<file path="src/rtl/ram_bank.sv">
// DEPTH x WIDTH register RAM with write-first bypass and bulk clear; read latency 0 (REG_OUT=0) or 1 cycle.
// No backpressure: writes arriving while busy is high are dropped; clr_start is ignored while busy.
module ram_bank #(
  parameter int WIDTH   = 16,
  parameter int ADDR_W  = 3,
  parameter bit REG_OUT = 1'b0
) (
  input  logic              clk,
  input  logic              reset,
  input  logic              load,
  input  logic [WIDTH-1:0]  in,
  input  logic [ADDR_W-1:0] address,
  input  logic              clr_start,
  output logic [WIDTH-1:0]  out,
  output logic              busy,
  output logic              done
);

  localparam int DEPTH = 2 ** ADDR_W;
  localparam logic [ADDR_W-1:0] LAST = ADDR_W'(DEPTH - 1);

  localparam logic [0:0] S_IDLE  = 1'b0;
  localparam logic [0:0] S_CLEAR = 1'b1;

  logic [0:0]        state;
  logic [ADDR_W-1:0] ptr;
  logic [WIDTH-1:0]  mem [DEPTH];
  logic              wr_en;

  assign busy  = (state == S_CLEAR);
  assign wr_en = load && !busy;

  always_ff @(posedge clk) begin
    if (reset) begin
      state <= S_IDLE;
      ptr   <= '0;
      done  <= 1'b0;
    end else begin
      done <= 1'b0;
      case (state)
        S_IDLE: begin
          if (clr_start) begin
            state <= S_CLEAR;
            ptr   <= '0;
          end
        end
        S_CLEAR: begin
          // ptr returns to 0 on exit rather than by wrapping inside CLEAR
          if (ptr == LAST) begin
            state <= S_IDLE;
            ptr   <= '0;
            done  <= 1'b1;
          end else begin
            ptr <= ptr + ADDR_W'(1);
          end
        end
        default: state <= S_IDLE;
      endcase
    end
  end

  always_ff @(posedge clk) begin
    if (reset) begin
      for (int i = 0; i < DEPTH; i++) mem[i] <= '0;
    end else if (busy) begin
      mem[ptr] <= '0;
    end else if (load) begin
      mem[address] <= in;
    end
  end

  generate
    if (REG_OUT) begin : g_reg_out
      always_ff @(posedge clk) begin
        if (reset)      out <= '0;
        else if (wr_en) out <= in;
        else            out <= mem[address];
      end
    end else begin : g_comb_out
      assign out = mem[address];
    end
  endgenerate

endmodule
</file>
<file path="config.mk">
export PLATFORM = sky130hd
export DESIGN_NAME = ram_bank
export DESIGN_NICKNAME = d
export VERILOG_FILES = /design/src/rtl/ram_bank.sv
export SDC_FILE = /design/constraint.sdc
export NUM_CORES = 1
export LEC_CHECK = 0
export BUFFER_PORTS_ARGS = -buffer_cell sky130_fd_sc_hd__buf_2
export CAP_MARGIN = 10
export CORE_MARGIN = 3
export CORE_UTILIZATION = 50
export CTS_CLUSTER_DIAMETER = 30
export CTS_CLUSTER_SIZE = 14
export DETAILED_ROUTE_END_ITERATION = 6
export PLACE_DENSITY = 0.77
export SLEW_MARGIN = 25
export SYNTH_ARGS = -nofsm -noshare
export SYNTH_HDL_FRONTEND = slang
export SYNTH_SLANG_ARGS = --single-unit
</file>
<file path="constraint.sdc">
create_clock -name clk -period 2.2 [get_ports clk]
set_clock_uncertainty 0.2 [all_clocks]
set_input_delay 0.44 -clock clk [delete_from_list [all_inputs] [get_ports clk]]
set_output_delay 0.44 -clock clk [all_outputs]
set_load 0.1 [all_outputs]
</file>
==> impl_metrics.py <==
metrics = {
    "worst_hold_path": {
        "holdPathEnd": "busy$_SDFF_PP0_",
        "worst_min_path_class": "primary input to flip-flop",
        "hold-path-cell-count": 3,
        "hold_start": "clr_start",
    },
    "cts": {
        "cts_inserted_buffers": 17,
        "cts-root-to-sink-buffers": 2,
        "clock_slew_at_the_register_clock_pins_of_the_worst_setup_and_hold_paths_ps": 60,
        "cts_sinks": 133,
        "tritoncts": "built",
        "clock_insertion_delay_worst_skew_ps": 420,
        "post_cts_hold_buffer_count": 0,
        "root_buffer": "sky130_fd_sc_hd__clkbuf_16",
        "htreeDepth": 4,
    },
    "global_routing": {
        "grt_first_pass_wirelength_um": 23000,
        "gr-usage-all-layers": 0.228,
        "first_global_vias": 3872,
        "globalRoute.totalOverflow": 0,
        "grt_antenna_before_repair": 0,
        "grt_start_max_net_pins": 22,
    },
    "sta": {
        "final-hold-violation-count": 0,
        "timing.max_slew.rel_slack": 0.670,
        "timing.setup.tns_ps": -2870,
        "period_share": 1.11,
        "rsz0062_at_grt": "true",
        "maximum_clock_frequency_mhz": 410,
        "worst_slew_pin_slew_ps": 498,
        "finalHoldWorstSlack_ps": 124,
        "setup_slack_ps": -238,
        "slew_viol_final": 0,
        "timing.final.setup_violations": 16,
        "period_minus_slack_ps": 2440,
    },
    "synthesis": {
        "ys_ff_latch": 133,
        "synth_top_family_by_area": "simple AND/OR/NAND/NOR gates",
        "synth_seq_area_share": 0.635,
        "synth_fa_ha_area_frac": 0.00403,
        "synth-edff-count": 128,
        "synth_area_um2": 6210,
        "top_area_cell_type_share_of_the_netlist_area": 0.619,
        "synthFlopType": "sky130_fd_sc_hd__edfxtp_1",
        "yosys-mux-area-fraction": 0.148,
        "ys_types": 27,
        "asr_flop_ratio_synth": 0,
        "syn_nets": 408,
        "synth_compound_area_frac": 0.0357,
        "yosys.area_share.simple": 0.157,
        "post_synth_most_frequent_cells": "128 x sky130_fd_sc_hd__and2_1, 128 x sky130_fd_sc_hd__edfxtp_1, 32 x sky130_fd_sc_hd__mux4_2",
        "synth-warning-count": 0,
        "syn-instance-count": 383,
        "synth.largest_area_cell": "sky130_fd_sc_hd__edfxtp_1",
        "synth_top_cells_by_area": "sky130_fd_sc_hd__edfxtp_1 62%, sky130_fd_sc_hd__and2_1 13%, sky130_fd_sc_hd__mux4_2 12%, sky130_fd_sc_hd__mux2_2 2.9%, sky130_fd_sc_hd__a2111oi_4 1.8%",
        "syn_avg_cell_area_um2": 16.2,
        "synth_xor_area_frac": 0,
    },
    "place": {
        "dp.cells": 607,
        "placement.cell_area_um2": 7070,
        "pre_cts_slack_ps": -362,
        "io_buffer_count": 40,
        "gp_congestion": 0.773,
        "dp_hpwl_um": 8700,
    },
    "setup_path": {
        "reg2reg_slack_ps": 170,
        "critical_path_required_ps": 1560,
        "r2r_start": "busy$_SDFF_PP0_",
        "worst_ep_arrival_time_ps": 1800,
        "worstRegToRegCells": 4,
        "timing.critical_path.from_type": "flip-flop",
        "cp-end-kind": "output port",
        "timing_worst_setup_path_type": "flip-flop to output port",
        "worstReg2RegEnd": "mem[0][14]$_SDFFCE_PN0P_",
        "critical_path.max_fanout": 1,
    },
    "routing": {
        "routed_wirelength_um": 14700,
        "vias_per_cell": 5.68,
        "drt.antenna.violating_nets": 0,
        "drt-wirelength-per-cell_um": 22.8,
        "1st_iter_drt_viols": 399,
        "drt_pass1_iterations": 5,
        "route.vias.total": 3666,
        "drc_errors": 0,
    },
    "cells_and_area": {
        "drive_above_1_share": 0.374,
        "design_area_um2": 8070,
        "fillerInstances": 758,
        "post_layout_nonfiller_instances": 645,
        "final_net_count": 488,
        "finish.utilization": 0.669,
        "flow.area_growth_from_synthesis_pct": 29.9,
    },
    "power": {
        "power.density_nw_per_um2": 846,
        "total_power_of_the_final_layout_mw": 6.82,
        "power.ir.vdd_worst_v": 0.000564,
        "cellLeakagePower_nw": 3.10,
    },
    "floorplanning": {
        "top_level_ports": 41,
        "initial_utilization": 0.515,
        "die_w_um": 117,
        "die_area_um2": 13800,
        "rows": 40,
        "die_height_um": 117,
        "core_area_um2": 12100,
    },
    "outcome": {
        "failed_checks": "negative setup slack",
        "status": "finished with violations",
    },
    "job": {
        "max_cap_viol_count": 0,
    },
}
worst max-delay path, cell delays in order (launching register included):
cell and delay, ps:
sky130_fd_sc_hd__edfxtp_1 410, sky130_fd_sc_hd__mux4_2 500, sky130_fd_sc_hd__mux2_4 310, sky130_fd_sc_hd__buf_12 170
area by class of cell:
cell class                 instances  area [um^2]  area share
clock buffer                      17          425      0.0527
antenna                            1         2.50    0.000310
sequential                       133         3950       0.489
inverter                           1         3.75    0.000465
clock inverter                    15          185      0.0230
timing repair buffer              82         1070       0.133
tap                              168          210      0.0261
multi-input combinational        228         2220       0.275
registers in the layout, summed over array words and instances, names as in the netlist:
name / cells
done: 1
mem: 128
ptr: 3
busy: 1
how the worst max path moves through the flow:
stage | slack [ps] | cells after the start | startpoint | to
2_1_floorplan | -40 | 4 | address[0] | out[10]
3_3_place_gp | -340 | 5 | address[0] | out[9]
3_5_place_dp | -360 | 5 | address[0] | out[4]
4_1_cts | -240 | 3 | mem[3][2]$_SDFFCE_PN0P_ | out[2]
5_1_grt | -280 | 3 | mem[3][2]$_SDFFCE_PN0P_ | out[2]
6_report | -240 | 3 | mem[3][9]$_SDFFCE_PN0P_ | out[9]
layer usage:
layer	track usage	wire (um)	share of wire
met5	0	0	0
met4	0.102	461	0.031
met3	0.0545	978	0.066
met2	0.369	7410	0.50
met1	0.296	5890	0.40
cell usage in the layout, fill, tap and decap left out, drive strengths merged:
master,instances
a2111oi,4
a21o,8
a21oi,5
and2,128
buf,82
bufinv,4
clkbuf,17
clkinv,9
clkinvlp,1
dfxtp,5
diode,1
edfxtp,128
ha,2
inv,2
mux2,16
mux2i,2
mux4,32
nand2,4
nand2b,7
nand3b,2
nand4b,1
nor2,6
nor3,2
nor3b,3
o22a,1
o32ai,2
or2,1
or3b,2
power by group:
group,leakage (nW),total (mW),internal (mW),switching (mW)
sequential,1.37,2.92,2.88,0.0383
combinational,1.43,0.959,0.407,0.552
clock,0.299,2.94,1.88,1.06
total,3.10,6.82,5.17,1.65
cells by family (layout without fill, tap and decap cells):
logic type	Yosys count	after routing
compound gates	20	20
flops	133	133
fa+ha+maj	2	2
simple gates	156	156
mux	50	50
buf+inv	22	115
other cells	0	1
repair_timing:
action,4_1_cts,5_1_grt
cloned,4,0
buffers inserted,1,0
setup endpoints to repair,16,16
resized for setup,73,0
Power figures use the tool's default switching activity.
